## src/rtl/game_pkg.sv

```systemverilog
// Shared constants and state encoding for the game controller and its helpers.
package game_pkg;
  typedef enum logic [2:0] {
    ST_IDLE, ST_WAIT, ST_ERASE, ST_MOVE, ST_DRAW, ST_DETECT, ST_HIT, ST_OVER
  } state_e;

  localparam int LIVES_INIT        = 3;
  localparam int FRAMES_PER_POINT  = 60;
  localparam int HIT_FREEZE_FRAMES = 30;
  localparam int SCORE_W           = 10;
  localparam int SCORE_MAX         = 999;
  localparam int SCREEN_W          = 160;
  localparam int SCREEN_H          = 120;
endpackage

```

## src/rtl/game_control_if.sv

```systemverilog
// Request/done handshake between the game controller and the erase/draw/collision engines.
interface game_control_if;
  logic start_erase, done_erase;
  logic start_draw, done_draw;
  logic detectCollide, doneDetect, collide;
  logic move_en;

  modport master (output start_erase, start_draw, detectCollide, move_en,
                  input  done_erase, done_draw, doneDetect, collide);
  modport slave  (input  start_erase, start_draw, detectCollide, move_en,
                  output done_erase, done_draw, doneDetect, collide);
endinterface

```

## src/rtl/game_control_score_counter.sv

```systemverilog
// Saturating score counter: synchronous clear, single-step increment, holds at CAP.
module score_counter #(
  parameter int W   = 10,
  parameter int CAP = 999
) (
  input  logic         clk,
  input  logic         reset,
  input  logic         i_inc,
  input  logic         i_clear,
  output logic [W-1:0] o_score
);
  logic [W-1:0] r_score;

  always_ff @(posedge clk) begin
    if (!reset)                                r_score <= '0;
    else if (i_clear)                          r_score <= '0;
    else if (i_inc && (r_score != W'(CAP)))    r_score <= r_score + 1'b1;
  end

  assign o_score = r_score;
endmodule

```

## src/rtl/game_control.sv

```systemverilog
// Frame sequencer: erase -> move -> draw -> detect per frame_tick, tracking lives, score and hit freeze.
module game_control #(
  parameter int LIVES_INIT        = game_pkg::LIVES_INIT,
  parameter int FRAMES_PER_POINT  = game_pkg::FRAMES_PER_POINT,
  parameter int HIT_FREEZE_FRAMES = game_pkg::HIT_FREEZE_FRAMES
) (
  input  logic                  clk,
  input  logic                  reset,
  input  logic                  space_pressed,
  input  logic                  frame_tick,
  game_control_if.master        eng,
  output logic [1:0]            lives,
  output logic [9:0]            score,
  output logic                  playing,
  output logic                  game_over,
  output logic                  frame_overrun
);
  import game_pkg::*;

  localparam int FCW = $clog2(FRAMES_PER_POINT + 1);
  localparam int FZW = $clog2(HIT_FREEZE_FRAMES + 1);

  state_e         r_state, w_next;
  logic [1:0]     r_lives;
  logic [FCW-1:0] r_frame;
  logic [FZW-1:0] r_freeze;
  logic           r_overrun;

  logic w_start, w_clean, w_hit, w_fatal, w_freeze_inc, w_overrun, w_frame_wrap;

  assign w_frame_wrap = (r_frame == FCW'(FRAMES_PER_POINT - 1));

  always_ff @(posedge clk) begin
    if (!reset) r_state <= ST_IDLE;
    else        r_state <= w_next;
  end

  always_comb begin
    w_next       = r_state;
    w_start      = 1'b0;
    w_clean      = 1'b0;
    w_hit        = 1'b0;
    w_fatal      = 1'b0;
    w_freeze_inc = 1'b0;
    w_overrun    = 1'b0;
    case (r_state)
      // A tick arriving with the start press is deliberately not consumed.
      ST_IDLE, ST_OVER: if (space_pressed) begin
        w_next  = ST_WAIT;
        w_start = 1'b1;
      end
      ST_WAIT:  if (frame_tick) w_next = ST_ERASE;
      ST_ERASE: begin
        w_overrun = frame_tick;
        if (eng.done_erase) w_next = ST_MOVE;
      end
      ST_MOVE: begin
        w_overrun = frame_tick;
        w_next    = ST_DRAW;
      end
      ST_DRAW: begin
        w_overrun = frame_tick;
        if (eng.done_draw) w_next = ST_DETECT;
      end
      ST_DETECT: begin
        w_overrun = frame_tick;
        if (eng.doneDetect) begin
          if (!eng.collide) begin
            w_clean = 1'b1;
            w_next  = ST_WAIT;
          end else if (r_lives > 2'd1) begin
            w_hit  = 1'b1;
            w_next = ST_HIT;
          end else begin
            w_fatal = 1'b1;
            w_next  = ST_OVER;
          end
        end
      end
      ST_HIT: if (frame_tick) begin
        if (r_freeze == FZW'(HIT_FREEZE_FRAMES - 1)) w_next = ST_WAIT;
        else                                          w_freeze_inc = 1'b1;
      end
      default: w_next = ST_IDLE;
    endcase
  end

  always_ff @(posedge clk) begin
    if (!reset) begin
      r_lives   <= '0;
      r_frame   <= '0;
      r_freeze  <= '0;
      r_overrun <= 1'b0;
    end else begin
      r_overrun <= w_overrun;
      if (w_start) begin
        r_lives <= 2'(LIVES_INIT);
        r_frame <= '0;
      end
      if (w_clean)      r_frame  <= w_frame_wrap ? '0 : r_frame + 1'b1;
      if (w_hit) begin
        r_lives  <= r_lives - 2'd1;
        r_freeze <= '0;
      end
      if (w_fatal)      r_lives  <= '0;
      if (w_freeze_inc) r_freeze <= r_freeze + 1'b1;
    end
  end

  score_counter #(.W(SCORE_W), .CAP(SCORE_MAX)) u_score (
    .clk     (clk),
    .reset   (reset),
    .i_inc   (w_clean && w_frame_wrap),
    .i_clear (w_start),
    .o_score (score)
  );

  assign eng.start_erase   = (r_state == ST_ERASE);
  assign eng.move_en       = (r_state == ST_MOVE);
  assign eng.start_draw    = (r_state == ST_DRAW);
  assign eng.detectCollide = (r_state == ST_DETECT);
  assign playing           = (r_state != ST_IDLE) && (r_state != ST_OVER);
  assign game_over         = (r_state == ST_OVER);
  assign lives             = r_lives;
  assign frame_overrun     = r_overrun;
endmodule
```

## src/flat_wrapper.sv

```systemverilog
// flat-port wrapper written by rule: the top's interface ports become plain ports
module game_control_flat import game_pkg::*;
#(
  parameter int LIVES_INIT        = game_pkg::LIVES_INIT,
  parameter int FRAMES_PER_POINT  = game_pkg::FRAMES_PER_POINT,
  parameter int HIT_FREEZE_FRAMES = game_pkg::HIT_FREEZE_FRAMES
)
  (clk, reset, space_pressed, frame_tick, lives, score, playing, game_over, frame_overrun, eng_start_erase, eng_start_draw, eng_detectCollide, eng_move_en, eng_done_erase, eng_done_draw, eng_doneDetect, eng_collide);
  game_control_if eng_i ();
  input  logic clk;
  input  logic reset;
  input  logic space_pressed;
  input  logic frame_tick;
  output logic [1:0] lives;
  output logic [9:0] score;
  output logic playing;
  output logic game_over;
  output logic frame_overrun;
  output wire logic [$bits(eng_i.start_erase)-1:0] eng_start_erase;
  output wire logic [$bits(eng_i.start_draw)-1:0] eng_start_draw;
  output wire logic [$bits(eng_i.detectCollide)-1:0] eng_detectCollide;
  output wire logic [$bits(eng_i.move_en)-1:0] eng_move_en;
  input wire logic [$bits(eng_i.done_erase)-1:0] eng_done_erase;
  input wire logic [$bits(eng_i.done_draw)-1:0] eng_done_draw;
  input wire logic [$bits(eng_i.doneDetect)-1:0] eng_doneDetect;
  input wire logic [$bits(eng_i.collide)-1:0] eng_collide;
  assign eng_start_erase = eng_i.start_erase;
  assign eng_start_draw = eng_i.start_draw;
  assign eng_detectCollide = eng_i.detectCollide;
  assign eng_move_en = eng_i.move_en;
  assign eng_i.done_erase = eng_done_erase;
  assign eng_i.done_draw = eng_done_draw;
  assign eng_i.doneDetect = eng_doneDetect;
  assign eng_i.collide = eng_collide;
  game_control #(.LIVES_INIT(LIVES_INIT), .FRAMES_PER_POINT(FRAMES_PER_POINT), .HIT_FREEZE_FRAMES(HIT_FREEZE_FRAMES)) u_core (.clk(clk), .reset(reset), .space_pressed(space_pressed), .frame_tick(frame_tick), .eng(eng_i), .lives(lives), .score(score), .playing(playing), .game_over(game_over), .frame_overrun(frame_overrun));
endmodule
```

## config.mk

```make
export PLATFORM = sky130hd
export DESIGN_NAME = game_control_flat
export DESIGN_NICKNAME = d
export VERILOG_FILES = /design/src/rtl/game_pkg.sv /design/src/rtl/game_control_if.sv /design/src/rtl/game_control_score_counter.sv /design/src/rtl/game_control.sv /design/src/flat_wrapper.sv
export SDC_FILE = /design/constraint.sdc
export NUM_CORES = 1
export LEC_CHECK = 0
export CAP_MARGIN = 20
export CORE_MARGIN = 4
export CORE_UTILIZATION = 30
export CTS_BUF_LIST = sky130_fd_sc_hd__clkbuf_8
export CTS_CLUSTER_SIZE = 28
export DETAILED_ROUTE_END_ITERATION = 12
export PLACE_DENSITY = 0.49
export SLEW_MARGIN = 10
export SYNTH_ARGS = -nofsm -noshare
export SYNTH_HDL_FRONTEND = slang
export SYNTH_SLANG_ARGS = --single-unit
```

## constraint.sdc

```tcl
create_clock -name clk -period 2.2 [get_ports clk]
set_input_delay 0.22 -clock clk [delete_from_list [all_inputs] [get_ports clk]]
set_output_delay 0.22 -clock clk [all_outputs]
set_load 0.01 [all_outputs]
```

==> run metrics, run 1 <==
run status=finished clean; Port Buffer Count=26; post-route ant nets=0; clock sinks=27; drt initial violations=93; Finished Layout Cells=298; DR WL/cell=13.1 µm; final worst path period share=~90%; Mapped Cells=195; Syn Area/Cell=8.12 µm²; Placed Cells=294; dpl hpwl=2980 µm; Seq cells post-synth=27; largest net degree at the start of global routing=17; Initial Util=31.0%; unrepaired setup endpoints after global routing=false; Slew headroom=59.3%; Tmin final=2.01 ns; Max IR drop VDD=roughly 0.00025 V; PD cells=465 mW/mm²; post-layout util=39.5%; routability congestion estimate=0.742; initial antenna violation count=0; worst-skew pair later-pin latency=0.27 ns; Total Die Area=0.00651 mm²; GRT overflow=0; sequential area share after synthesis=34.1%; layout cells sized above 1=8.33%; Synth cell types=46; largest fanout on the critical path=15; FILL cells=540; Final Max Slew Viols=0; Total Routing Usage GR=13.1%; Min Hold Slack=0.508 ns; Setup Buffers After CTS=0; # diodes=0; IO Pins=27; # nets final=~240; asr flop ratio synth=0%; hold buffers post-CTS=0; Rows=26; Post-synth EDFFs=0; Layout Area Growth over Synthesis=27.3%; Ys Warns=0; Slew @ Worst Pin=0.595 ns; drc violations=0; Die W=~81 µm; Setup crit start kind=register; cell area after synthesis=0.00158 mm²; clock buffer depth=2; LEAKAGE=just under 0.7 nW; Max-cap violations=0; Hold Fails Final Rpt=0; Crit Path Class=register to output port; Fmax=498 MHz; crit path DAT=1.79 ns; Synth Flop Type=dfxtp_1; CTS buffer count=3; via/cell ratio=5.12; global-route wire length before repair=roughly 6700 µm; clock root cell=clkbuf_8; Die Height=slightly above 80 µm; TritonCTS clock tree=done; Max H-tree Level=1; vias in the first global route=1445; routed vias=approximately 1500; Finish-stage setup viols=0; Tot Pwr=0.936 mW; DRT Wirelength=3910 µm; setup total negative slack=0 ns; post-synth net total=about 210; Reg clk slew, reported paths=roughly 0.090 ns; TritonRoute pass-1 iters=4; hold crit path type=register to register; Critical Path RT=1.98 ns; CP endpoint kind=output port; PostCTS Resize Cnt=0; clk_skew=0.00581 ns; core area=0.00511 mm²
[state kept, by name, summed over array words and instances (netlist names)]
register	flops
u_core.u_score.o_score	10
u_core.lives	2
u_core.r_frame	6
u_core.r_freeze	5
u_core.r_state	3
u_core.frame_overrun	1
[cell families after synthesis]
family | count (synthesis) | synth area share [%]
AND/OR/NAND/NOR | 93 | 34.0
AO/OA/AOI/OAI | 53 | 21.3
flip-flops | 27 | 34.1
buffers and inverters | 12 | 3.48
multiplexers | 5 | 3.16
adder cells (fa/ha/maj) | 5 | 3.95
[cells in the mapped netlist (all sizes together), types with 2 or more instances]
| master | count | area share [%] |
|---|---|---|
| a211oi | 4 | 2.2 |
| a21oi | 21 | 6.6 |
| a31oi | 4 | 1.6 |
| and2 | 4 | 1.6 |
| and3 | 4 | 1.6 |
| and4b | 2 | 1.3 |
| buf | 3 | 1.3 |
| clkbuf | 4 | 0.95 |
| dfxtp | 27 | 34 |
| ha | 5 | 3.9 |
| inv | 5 | 1.2 |
| mux2i | 5 | 3.2 |
| nand2 | 20 | 4.7 |
| nand2b | 7 | 2.8 |
| nand3 | 19 | 6.0 |
| nand3b | 2 | 0.95 |
| nand4 | 4 | 2.5 |
| nand4b | 3 | 1.7 |
| nor2 | 7 | 1.7 |
| nor2b | 4 | 1.6 |
| nor3 | 4 | 1.3 |
| o21ai | 8 | 2.5 |
| o31ai | 3 | 1.4 |
| or3 | 6 | 2.4 |
| or4 | 3 | 1.4 |
[path summary, 6_finish.rpt]
| check | from | to | slack, ns | depth (start not counted) |
|---|---|---|---|---|
| worst max register to register | u_core.r_frame[0] | u_core.u_score.o_score[8] | 0.25 | 5 |
| worst min-delay path | u_core.u_score.o_score[9] | u_core.u_score.o_score[9] | 0.51 | 2 |
| worst min register to register | u_core.u_score.o_score[9] | u_core.u_score.o_score[9] | 0.51 | 2 |
| worst max-delay path | u_core.r_state[1] | playing | 0.19 | 3 |
[stage by stage]
stage | setup WS (ns) | instance area [µm²]
2_1_floorplan | 0.495 | 1580
3_3_place_gp | 0.181 | 1970
3_5_place_dp | 0.151 | 1970
4_1_cts | 0.202 | 2020
5_1_grt | 0.0925 | 2020
6_report | 0.191 | 2020
[per-layer routing]
layer	routed length [µm]	share of wire (%)	global-route usage, %	up-vias
met2	1710	44	20.1	33
met3	166	4.2	2.35	4
li1	-	-	-	801
met4	48	1.2	5.07	0
met5	0	0	0	-
met1	1990	51	17.9	689
[final cells by class]
class | count | area (µm²) | share of cell area, %
tap | 70 | 87.6 | 4.35
clock inverter | 1 | 3.75 | 0.186
clock buffer | 3 | 41.3 | 2.05
multi-input combinational | 156 | 988 | 49.0
sequential | 27 | 541 | 26.8
timing repair buffer | 36 | 335 | 16.6
inverter | 5 | 18.8 | 0.931
[placed cells by master (no fill, tap or decap), types with 2 or more instances in the layout]
cell type	netlist	layout
and2_1	4	4
ha_1	5	5
nand4b_1	3	3
clkdlybuf4s50_1	0	26
and3_1	4	4
o31ai_1	3	3
dfxtp_1	27	27
mux2i_1	5	5
or4_1	3	3
nand2b_1	7	7
a21oi_1	21	21
nand2_1	20	20
a31oi_1	4	4
o21ai_0	8	8
buf_4	0	10
nor2b_1	4	4
a211oi_1	3	3
or3_1	6	6
clkbuf_8	0	3
nor3_1	4	4
nand3_1	19	19
nor2_1	7	7
inv_1	5	6
nand3b_1	2	2
nand4_1	3	3
[worst max-delay path: stages (launching register included)]
cell and delay, ns:
dfxtp_1 0.61, o21bai_1 0.25, nand2_1 0.12, clkdlybuf4s50_1 0.54
[where the power goes]
group,internal [mW],total (mW),leakage [nW],switching [mW]
clock,0.125,0.278,0.0269,0.153
combinational,0.0736,0.146,0.429,0.0722
sequential,0.497,0.513,0.218,0.0155
total,0.696,0.936,0.674,0.241
Power figures use the tool's default switching activity.
==> run 2: changes to the inputs <==
RECOVER_POWER = 50   (was default)
==> run metrics, run 2 (synthesis gave the netlist of run 1 again) <==
PostCTS Resize Cnt=0 (unchanged); worst-skew pair later-pin latency=0.27 ns (about the same); Tmin final=2.00 ns (was 2.01 ns); clock buffer depth=2 (unchanged); worst hold endpoint=u_core.u_score.o_score[9] (unchanged); Die W=80.7 µm (unchanged); TritonCTS clock tree=done (unchanged); IO Pins=27 (unchanged); Final Max Slew Viols=0 (unchanged); initial antenna violation count=0 (unchanged); run status=finished clean (unchanged); worst reg-to-reg path cell count=5 (unchanged); layout cells sized above 1=7.89% (was 8.33%); largest net degree at the start of global routing=17 (unchanged); DRT Wirelength=3910 µm (about the same); dpl hpwl=2980 µm (unchanged); TritonRoute pass-1 iters=4 (unchanged); Setup Buffers After CTS=0 (unchanged); final worst path period share=91.1% (was 91.3%); Crit Path Class=register to output port (unchanged); setup total negative slack=0 ns (unchanged); Total Routing Usage GR=13.1% (unchanged); FILL cells=542 (was 540); post-route ant nets=0 (unchanged); # nets final=242 (unchanged); Die Height=80.7 µm (unchanged); hold crit path type=register to register (unchanged); CP max-delay cell=dfxtp_1 (unchanged); min-delay src=u_core.u_score.o_score[9] (unchanged); Critical Path RT=1.98 ns (about the same); hold-critical path depth=2 (unchanged); global-route wire length before repair=6730 µm (unchanged); clk_skew=0.00573 ns (was 0.00581 ns); Total Die Area=0.00651 mm² (unchanged); vias in the first global route=1445 (unchanged); Layout Area Growth over Synthesis=27.0% (was 27.3%); Finish-stage setup viols=0 (unchanged); Fmax=499 MHz (was 498 MHz); crit path DAT=1.78 ns (was 1.79 ns); CP endpoint kind=output port (unchanged); Reg clk slew, reported paths=0.09 ns (about the same); hold buffers post-CTS=0 (unchanged); max reg flops=10 (unchanged); unrepaired setup endpoints after global routing=false (unchanged); Max-cap violations=0 (unchanged); Port Buffer Count=26 (unchanged); DR WL/cell=13.1 µm (about the same); via/cell ratio=5.12 (about the same); commonest non-fill, non-tap cells in the layout=dfxtp_1 (27), a21oi_1 (21), nand2_1 (20), nand3_1 (19) (was dfxtp_1 (27), clkdlybuf4s50_1 (26), a21oi_1 (21), nand2_1 (20), nand3_1 (19)); core area=0.00511 mm² (unchanged); Critical R2R Capture=u_core.u_score.o_score[8] (unchanged); CP cell instances=clkbuf_1, nor2b_1, and2_1, clkdlybuf4s50_1 (was o21bai_1, nand2_1, clkdlybuf4s50_1); Max IR drop VDD=0.000247 V (about the same); PD cells=464 mW/mm² (was 465 mW/mm²); slowest stage delay, CP=0.60 ns (was 0.61 ns); largest fanout on the critical path=15 (unchanged); leading cell type in the layout, fill and taps excluded=dfxtp_1 (unchanged); clock root cell=clkbuf_8 (unchanged); Max H-tree Level=1 (unchanged); Hold Fails Final Rpt=0 (unchanged); CP top delay family=buffers and inverters (was flip-flops); Min Hold Slack=0.509 ns (was 0.508 ns); CTS buffer count=3 (unchanged); clock sinks=27 (unchanged); LEAKAGE=0.712 nW (was 0.674 nW); reg-to-reg slack, setup=0.25 ns (about the same); routed vias=1526 (was 1527); Slew headroom=59.2% (was 59.3%); # diodes=0 (unchanged); drt initial violations=95 (was 93); RR Startpoint=u_core.r_frame[0] (unchanged); Slew @ Worst Pin=0.597 ns (was 0.595 ns); Setup crit start kind=register (unchanged); Rows=26 (unchanged); drc violations=0 (unchanged); routability congestion estimate=0.742 (unchanged); Buf/Inv on CP=2 (was 1); Initial Util=31.0% (unchanged); GRT overflow=0 (unchanged)
## run 2: worst max path at each step
stage                       from                   endpoint  slack, ns  cells after the start
2_1_floorplan  u_core.r_frame[0]  u_core.u_score.o_score[7]       0.50                      6
3_3_place_gp      eng_doneDetect  u_core.u_score.o_score[8]       0.18                      5
3_5_place_dp      eng_doneDetect  u_core.u_score.o_score[5]       0.15                      5
4_1_cts        u_core.r_state[1]                    playing       0.20                      3
5_1_grt        u_core.r_state[1]          eng_detectCollide       0.08                      4
6_report       u_core.r_state[1]          eng_detectCollide       0.20                      4
## run 2: layout make-up
cell class,instances,area [µm²],area share (%)
Multi-Input combinational cell,156,988,49.1
Clock buffer,3,41.3,2.05
Tap cell,70,87.6,4.35
Clock inverter,1,3.75,0.187
Timing Repair Buffer,36,332,16.5
Sequential cell,27,541,26.9
Inverter,5,18.8,0.933
## run 2: metal layers
metal / routed length (µm) / global-route usage, %
met1: 1980 / 17.9
met2: 1720 / 20.1
met3: 165 / 2.35
met4: 48 / 5.07
met5: 0 / 0
## run 2: through the flow
step	cell area, µm²	worst slack, ns	utilization (%)	total power, mW	cells
2_1_floorplan	1580	0.495	-	0.600	195
6_report	2010	0.196	39.4	0.933	298
3_3_place_gp	1970	0.181	38.6	0.672	294
3_5_place_dp	1970	0.151	38.6	0.671	294
5_1_grt	2010	0.0797	39.4	0.985	298
4_1_cts	2020	0.202	39.5	0.956	298
## run 2: report_power, final
group	switching [mW]	leakage [nW]	internal [mW]	total (mW)
Clock	0.153	0.0269	0.125	0.278
Combinational	0.0722	0.467	0.0709	0.143
Sequential	0.0153	0.218	0.497	0.512
Total	0.240	0.712	0.693	0.933
## run 2: tightest hold or removal path, delay by kind of cell, from the launching register on
| family | cells | cell delay [ns] |
|---|---|---|
| simple gates | 1 | 0.06 |
| mux | 1 | 0.05 |
| flops | 1 | 0.35 |
